`src/rtl/router_pkt_tx_if.sv`:
```
// Signal bundle between the packet transmitter, its host and the router input port.
interface router_pkt_tx_if;
    logic       wr_en;
    logic [7:0] wr_data;
    logic       start;
    logic [1:0] dest_addr;
    logic       busy;
    logic       err;
    logic [7:0] data_out;
    logic       packet_valid;
    logic [5:0] buf_count;
    logic       tx_busy;
    logic       done;
    logic       tx_err;
    logic       timeout;
    logic       rejected;

    // Host / stimulus side: drives the controls and the router feedback.
    modport master (
        output wr_en, wr_data, start, dest_addr, busy, err,
        input  data_out, packet_valid, buf_count, tx_busy, done, tx_err, timeout, rejected
    );

    // Transmitter side.
    modport slave (
        input  wr_en, wr_data, start, dest_addr, busy, err,
        output data_out, packet_valid, buf_count, tx_busy, done, tx_err, timeout, rejected
    );
endinterface

```
`src/rtl/router_pkt_tx.sv`:
```
// Packet transmitter: buffers up to 63 payload bytes, then sends
// header {len,addr}, payload and an even-parity byte to the router,
// honouring busy back-pressure and collecting the router's error verdict.
module router_pkt_tx #(
    parameter int MAX_LEN     = 63,
    parameter int CHK_TIMEOUT = 15
) (
    input  logic            clk,
    input  logic            resetn,
    router_pkt_tx_if.slave  bus
);

    typedef enum logic [2:0] {
        S_IDLE,
        S_HEADER,
        S_PAYLOAD,
        S_PARITY,
        S_CHECK
    } state_t;

    state_t     state_q, state_d;
    logic [7:0] buf_mem [MAX_LEN];
    logic [5:0] buf_count_q, buf_count_d;
    logic [5:0] len_q, len_d;
    logic [1:0] addr_q, addr_d;
    logic [5:0] idx_q, idx_d;
    logic [7:0] acc_q, acc_d;
    logic [3:0] chk_q, chk_d;
    logic       tx_err_q, tx_err_d;
    logic       timeout_q, timeout_d;
    logic       done_q, done_d;
    logic       rejected_q, rejected_d;

    logic       wr_fire;
    logic [5:0] count_after_wr;
    logic [7:0] rd_byte;
    logic       accept;

    // Writes only land while idle and the buffer still has room.
    assign wr_fire        = (state_q == S_IDLE) && bus.wr_en && (buf_count_q != 6'(MAX_LEN));
    assign count_after_wr = buf_count_q + 6'(wr_fire);
    assign rd_byte        = buf_mem[idx_q];
    assign accept         = ~bus.busy;

    // Payload buffer write port (contents need no reset; buf_count defines validity).
    always_ff @(posedge clk) begin
        if (wr_fire) begin
            buf_mem[buf_count_q] <= bus.wr_data;
        end
    end

    // Byte presented to the router; held while busy because the state does not move.
    always_comb begin
        bus.data_out     = 8'h00;
        bus.packet_valid = 1'b0;
        case (state_q)
            S_HEADER: begin
                bus.data_out     = {len_q, addr_q};
                bus.packet_valid = 1'b1;
            end
            S_PAYLOAD: begin
                bus.data_out     = rd_byte;
                bus.packet_valid = 1'b1;
            end
            S_PARITY: begin
                bus.data_out     = acc_q;
            end
            default: ;
        endcase
    end

    assign bus.buf_count = buf_count_q;
    assign bus.tx_busy   = (state_q != S_IDLE);
    assign bus.done      = done_q;
    assign bus.tx_err    = tx_err_q;
    assign bus.timeout   = timeout_q;
    assign bus.rejected  = rejected_q;

    // Next-state logic: buffering, launch, byte sequencing and CHECK handling.
    always_comb begin
        state_d     = state_q;
        buf_count_d = buf_count_q;
        len_d       = len_q;
        addr_d      = addr_q;
        idx_d       = idx_q;
        acc_d       = acc_q;
        chk_d       = chk_q;
        tx_err_d    = tx_err_q;
        timeout_d   = timeout_q;
        done_d      = 1'b0;
        rejected_d  = 1'b0;
        case (state_q)
            S_IDLE: begin
                buf_count_d = count_after_wr;
                if (bus.start) begin
                    if ((count_after_wr == 6'd0) || (bus.dest_addr == 2'b11)) begin
                        rejected_d = 1'b1;
                    end else begin
                        len_d     = count_after_wr;
                        addr_d    = bus.dest_addr;
                        tx_err_d  = 1'b0;
                        timeout_d = 1'b0;
                        state_d   = S_HEADER;
                    end
                end
            end
            S_HEADER: begin
                if (accept) begin
                    acc_d   = {len_q, addr_q};
                    idx_d   = 6'd0;
                    state_d = S_PAYLOAD;
                end
            end
            S_PAYLOAD: begin
                if (accept) begin
                    acc_d = acc_q ^ rd_byte;
                    idx_d = idx_q + 6'd1;
                    if (idx_q == len_q - 6'd1) begin
                        state_d = S_PARITY;
                    end
                end
            end
            S_PARITY: begin
                if (accept) begin
                    chk_d   = 4'd0;
                    state_d = S_CHECK;
                end
            end
            S_CHECK: begin
                tx_err_d = tx_err_q | bus.err;
                if (!bus.busy) begin
                    done_d      = 1'b1;
                    buf_count_d = 6'd0;
                    state_d     = S_IDLE;
                end else if (chk_q == 4'(CHK_TIMEOUT - 1)) begin
                    timeout_d   = 1'b1;
                    done_d      = 1'b1;
                    buf_count_d = 6'd0;
                    state_d     = S_IDLE;
                end else begin
                    chk_d = chk_q + 4'd1;
                end
            end
            default: state_d = S_IDLE;
        endcase
    end

    // State and control registers with synchronous active-low reset.
    always_ff @(posedge clk) begin
        if (!resetn) begin
            state_q     <= S_IDLE;
            buf_count_q <= 6'd0;
            len_q       <= 6'd0;
            addr_q      <= 2'd0;
            idx_q       <= 6'd0;
            acc_q       <= 8'h00;
            chk_q       <= 4'd0;
            tx_err_q    <= 1'b0;
            timeout_q   <= 1'b0;
            done_q      <= 1'b0;
            rejected_q  <= 1'b0;
        end else begin
            state_q     <= state_d;
            buf_count_q <= buf_count_d;
            len_q       <= len_d;
            addr_q      <= addr_d;
            idx_q       <= idx_d;
            acc_q       <= acc_d;
            chk_q       <= chk_d;
            tx_err_q    <= tx_err_d;
            timeout_q   <= timeout_d;
            done_q      <= done_d;
            rejected_q  <= rejected_d;
        end
    end

endmodule
```
`src/flat_wrapper.sv`:
```
// flat-port wrapper written by rule: the top's interface ports become plain ports
module router_pkt_tx_flat 
#(
    parameter int MAX_LEN     = 63,
    parameter int CHK_TIMEOUT = 15
)
  (clk, resetn, bus_wr_en, bus_wr_data, bus_start, bus_dest_addr, bus_busy, bus_err, bus_data_out, bus_packet_valid, bus_buf_count, bus_tx_busy, bus_done, bus_tx_err, bus_timeout, bus_rejected);
  router_pkt_tx_if bus_i ();
  input  logic clk;
  input  logic resetn;
  input wire logic [$bits(bus_i.wr_en)-1:0] bus_wr_en;
  input wire logic [$bits(bus_i.wr_data)-1:0] bus_wr_data;
  input wire logic [$bits(bus_i.start)-1:0] bus_start;
  input wire logic [$bits(bus_i.dest_addr)-1:0] bus_dest_addr;
  input wire logic [$bits(bus_i.busy)-1:0] bus_busy;
  input wire logic [$bits(bus_i.err)-1:0] bus_err;
  output wire logic [$bits(bus_i.data_out)-1:0] bus_data_out;
  output wire logic [$bits(bus_i.packet_valid)-1:0] bus_packet_valid;
  output wire logic [$bits(bus_i.buf_count)-1:0] bus_buf_count;
  output wire logic [$bits(bus_i.tx_busy)-1:0] bus_tx_busy;
  output wire logic [$bits(bus_i.done)-1:0] bus_done;
  output wire logic [$bits(bus_i.tx_err)-1:0] bus_tx_err;
  output wire logic [$bits(bus_i.timeout)-1:0] bus_timeout;
  output wire logic [$bits(bus_i.rejected)-1:0] bus_rejected;
  assign bus_i.wr_en = bus_wr_en;
  assign bus_i.wr_data = bus_wr_data;
  assign bus_i.start = bus_start;
  assign bus_i.dest_addr = bus_dest_addr;
  assign bus_i.busy = bus_busy;
  assign bus_i.err = bus_err;
  assign bus_data_out = bus_i.data_out;
  assign bus_packet_valid = bus_i.packet_valid;
  assign bus_buf_count = bus_i.buf_count;
  assign bus_tx_busy = bus_i.tx_busy;
  assign bus_done = bus_i.done;
  assign bus_tx_err = bus_i.tx_err;
  assign bus_timeout = bus_i.timeout;
  assign bus_rejected = bus_i.rejected;
  router_pkt_tx #(.MAX_LEN(MAX_LEN), .CHK_TIMEOUT(CHK_TIMEOUT)) u_core (.clk(clk), .resetn(resetn), .bus(bus_i));
endmodule
```
`config.mk`:
```
export PLATFORM = sky130hd
export DESIGN_NAME = router_pkt_tx_flat
export DESIGN_NICKNAME = d
export VERILOG_FILES = /design/src/rtl/router_pkt_tx_if.sv /design/src/rtl/router_pkt_tx.sv /design/src/flat_wrapper.sv
export SDC_FILE = /design/constraint.sdc
export NUM_CORES = 1
export LEC_CHECK = 0
export CAP_MARGIN = 10
export CORE_MARGIN = 1.5
export CORE_UTILIZATION = 60
export DETAILED_ROUTE_END_ITERATION = 8
export GPL_TIMING_DRIVEN = 0
export PLACE_DENSITY_LB_ADDON = 0.1
export RECOVER_POWER = 50
export SLEW_MARGIN = 30
export SYNTH_ARGS = -nofsm -noshare
export SYNTH_HDL_FRONTEND = slang
export SYNTH_SLANG_ARGS = --single-unit
```
`constraint.sdc`:
```
create_clock -name clk -period 4.8 [get_ports clk]
set_clock_uncertainty 0.2 [all_clocks]
set_input_delay 1.2 -clock clk [delete_from_list [all_inputs] [get_ports clk]]
set_output_delay 1.2 -clock clk [all_outputs]
set_load 0.02 [all_outputs]
```
== Word level (Yosys, flattened, before mapping) ==
Memories as Yosys holds them, arrays and structs flattened. A register that Yosys moved wholly into a read port is not among the register bits.
Index checks and enable logic that the tools add are counted.
Cells by class
  eq/ne operators: 18
  reduce and logical (&&, ||, !) cells: 19
  bitwise gates (word level): 3
  add/sub/neg operators: 4
  mux-type cells: 37
Operator list (count)
  $mux W6: 6
  $mux W3: 8
  $pmux W6 S2: 2
  $pmux W8 S3: 1
  $mux W8: 2
  $pmux W8 S2: 1
  $pmux W3 S5: 1
  $ne A2 B2 Y1 const B: 7
  $mux W4: 3
  $reduce_and A3 Y1: 4
  $mux W1: 10
  $pmux W4 S2: 1
  $xor A8 B8 Y8: 1
  $reduce_and A7 Y1: 1
  $add A6 B1 Y6: 1
  $add A6 B1 Y6 const B: 1
  $eq A3 B2 Y1 const B: 2
  $eq A6 B6 Y1: 1
  $logic_not A6 Y1: 1
  $ne A6 B6 Y1 const B: 1
  $reduce_bool A2 Y1: 3
  $sub A6 B1 Y6 const B: 1
  $reduce_and A5 Y1: 1
  $add A4 B1 Y4 const B: 1
  other kinds (16): 20
Storage, ports and cells
  memories kept: 1
  logic and storage cells: 93
  register bits: 39
  input port bits: 16
  output and inout port bits: 20
  bits in writable memories: 504
Memory list
  u_core.buf_mem: depth 63, width 8, read ports 1, clocked after memory_dff 1, write ports 1, RTL line router_pkt_tx.sv:22  | logic [7:0] buf_mem [MAX_LEN];

== Longest topological paths before layout ==
  depth in word-level cells: 9
  depth in mapped cells: 14

== Least setup slack after synthesis ==
OpenSTA, ideal clock, no wires.
  path kind: register to output
  start point: register (tool-made name)
  end point: output bus_data_out[3]
  stages on the path, launching flop included: 13
  arrival: 2.481 ns
  slack: 0.919 ns
  data required time: 3.400 ns
  cells stage by stage: dfxtp_1 buf_6 buf_6 buf_8 buf_6 buf_6 mux2i_1 a221oi_1 a22oi_1 nand3_1 a31o_2 a21oi_1 a311oi_1
RTL lines
  to (decl): RTL line flat_wrapper.sv:17  | output wire logic [$bits(bus_i.data_out)-1:0] bus_data_out;

==> results.json <==
{
  "synth_cells": 1250,
  "gr-usage-all-layers": 0.310,
  "cellLeakagePower_nw": 8.08,
  "n_fill_cell": 2285,
  "slew_headroom": -1.02,
  "yosysWarnings": 0,
  "grt_pass1_vias": 12500,
  "p_comb_frac": 0.103,
  "p_int_w": 0.00804,
  "die_x_um": 196,
  "cp.required_ps": 3400,
  "antenna_found_initial": 0,
  "postSynthAreaPerCell_um2": 17.8,
  "critPathKind": "flop to output port",
  "async_flop_share": 0,
  "drt-initial-drc-count": 1359,
  "synthDistinctLibCells": 60,
  "synth_top_area_cell": "edfxtp_1",
  "power_switching_w": 0.00247,
  "final_hold_viol_count": 0,
  "cpMostUsedCell": "buf_4",
  "core_area_mm2": 0.0365,
  "synth.most_common_cell": "edfxtp_1",
  "cp.arrival_ps": 3460,
  "dieArea_mm2": 0.0383,
  "vdd_drop_max_uv": 320,
  "synthXorXnorAreaFrac": 0.0102,
  "violations": "max-capacitance violations, max-slew violations, negative setup slack",
  "worstSkewPairLatency_ps": 620,
  "synth.area.top_cells": "edfxtp_1, mux4_2, dfxtp_1, mux2i_1, nor2_1",
  "fmax_mhz": 206,
  "grt_overflow": 0,
  "grt_max_degree": 64,
  "synth_top_family_by_area": "multiplexers",
  "die_h_um": 196,
  "rsz0062_at_grt": "true",
  "dr_total_vias": 12700,
  "cts_tree": "built",
  "cp_slowest_stage_delay_ps": 480,
  "grt_pass1_wl_um": 83700,
  "switching_share": 0.235,
  "ys_ff_latch": 549,
  "p_clk_frac": 0.389,
  "detailedPlacementHpwl_um": 35700,
  "drive_above_1_share": 0.245,
  "cts.sink_count": 549,
  "numPortBuffers": 34,
  "cts_buffers": 55,
  "placed_cells": 1753,
  "synth_edf_count": 504,
  "finalWirelength_um": 57700,
  "setup_slack_ps": -61.0,
  "end_kind": "output port",
  "path_cells": "inv_1, buf_4, buf_2, buf_4, mux2i_1, o32ai_2, a21oi_2, mux2_2, o22ai_4, buf_6",
  "ioPinCount": 36,
  "status": "finished with violations",
  "slowest_stage": "mux2i_1",
  "initial_utilization": 0.609,
  "synth_area_mm2": 0.0223,
  "max_slew.worst_pin.slew_ps": 3020,
  "num_rows": 70,
  "seqPwrFrac": 0.508,
  "synth_nets": 1272,
  "routabilityCongestion": 0.906,
  "drcViolationCount": 0,
  "tns_ps": -61.0,
  "max_cap_violations": 8,
  "synthAdderAreaFrac": 0.00337,
  "root_buffer": "clkbuf_16",
  "cp_max_fo": 10,
  "fin_nets": 1401,
  "muxShareOfSynthArea": 0.148,
  "min_period_ps": 4860,
  "ys_seq_area_frac": 0.721,
  "ys_top_cells_by_count": "edfxtp_1, nor2_1, mux4_2",
  "power_w": 0.0105,
  "cts_max_level": 2,
  "avgRoutedWirePerCell_um": 30.5,
  "ys.flop_type": "edfxtp_1",
  "stdcell_count": 1894,
  "drt-vias-per-instance": 6.68,
  "dr.pass1.iters": 5,
  "crit_buf_inv": 5,
  "clockBufferDepth": 3,
  "area_delta_synth_final_pct": 16.1,
  "synth_top_area_share": 0.680,
  "hp-class": "flop to flop",
  "ant_nets": 0,
  "n_antenna_cell": 0,
  "period_share": 1.01,
  "timing.hold.ws_ps": 315,
  "synth_compound_area_frac": 0.0403,
  "maxSlewViolCount": 512,
  "synthSimpleGateAreaFrac": 0.0567,
  "powerDensity_mw_per_mm2": 407,
  "cts.clk_slew.worst_paths_ps": 60,
  "finalSetupViolCount": 1,
  "crit_family": "buffers and inverters",
  "start_kind": "flop"
}
-- sequential cells by signal, summed over array words and instances, names as in the netlist, named ones only --
register,flops
u_core.state_q,3
u_core.idx_q,6
u_core.acc_q,8
u_core.buf_mem,504
u_core.bus.rejected,1
u_core.bus.timeout,1
u_core.bus.buf_count,6
u_core.len_q,6
u_core.addr_q,2
u_core.chk_q,4
u_core.bus.tx_err,1
u_core.bus.done,1
-- cell type report --
cell class / count / area (µm²) / share of cell area
buffer: 70 / 682 / 0.0264
inverter: 13 / 48.8 / 0.00189
clock inverter: 26 / 240 / 0.00930
sequential: 549 / 16000 / 0.621
multi-input combinational: 618 / 6090 / 0.236
timing repair buffer: 72 / 687 / 0.0266
tap: 468 / 586 / 0.0227
clock buffer: 78 / 1460 / 0.0566
-- power by group through the flow --
stage	registers (W)	logic [W]	clock network, W
2_1_floorplan	0.00543	0.000550	0
3_3_place_gp	0.00544	0.000900	0
3_5_place_dp	0.00543	0.000912	0
4_1_cts	0.00533	0.00105	0.00411
5_1_grt	0.00535	0.00113	0.00428
6_report	0.00534	0.00108	0.00409
-- layout by cell type, fill, tap and decap left out, drive strengths merged, types with 15 or more instances in the layout --
master	count
a21oi	20
buf	85
clkbuf	116
clkdlybuf4s50	17
clkinv	23
dfxtp	45
edfxtp	504
mux2	15
mux2i	56
mux4	113
nand2	69
nand3	24
nor2	108
nor2b	27
o21ai	22
xnor2	16
-- per-layer routing --
| metal | vias to the layer above | global-route usage | part of all wire |
|---|---|---|---|
| li1 | 5276 | - | - |
| met3 | 149 | 0.0610 | 0.098 |
| met5 | - | 0 | 0 |
| met4 | 0 | 0.141 | 0.044 |
| met1 | 6494 | 0.442 | 0.40 |
| met2 | 742 | 0.472 | 0.46 |
-- final timing paths --
check,start,to,slack (ps),cells after the start
max reg2reg,u_core.bus.buf_count[3],u_core.addr_q[1],590,14
min reg2reg,u_core.chk_q[3],u_core.chk_q[3],310,2
max,flop,bus_data_out[0],-60,10
min,u_core.chk_q[3],u_core.chk_q[3],310,2
-- worst min-delay path: cells and delay by family, from the launching register on --
kind                      cells  cell delay, ps
xor gates and xnor gates      1              70
DFF                           1             340
and+or+nand+nor               1              70
-- through the flow --
step / area [µm²] / worst slack, ps / util
global route: 25800 / -77.2 / 0.707
CTS: 25700 / -17.5 / 0.703
global placement: 23200 / -643 / 0.635
floorplan: 22300 / 919 / -
detailed placement: 23200 / -698 / 0.634
finish: 25800 / -61.0 / 0.707
-- cell families after synthesis --
group                      count (synthesis)
DFF                                      549
and+or+nand+nor                          277
buffers and inverters                     83
AOI/OAI and AO/OA                        125
muxes                                    184
xor gates and xnor gates                  26
adders and majority gates                  6
-- repair_timing --
item	in CTS	in global routing
resized for setup	156	41
pin swaps	14	15
buffers inserted	23	12
cloned	3	0
hold buffers	0	0
setup endpoints to repair	8	7
(Power assumes the default switching activity.)
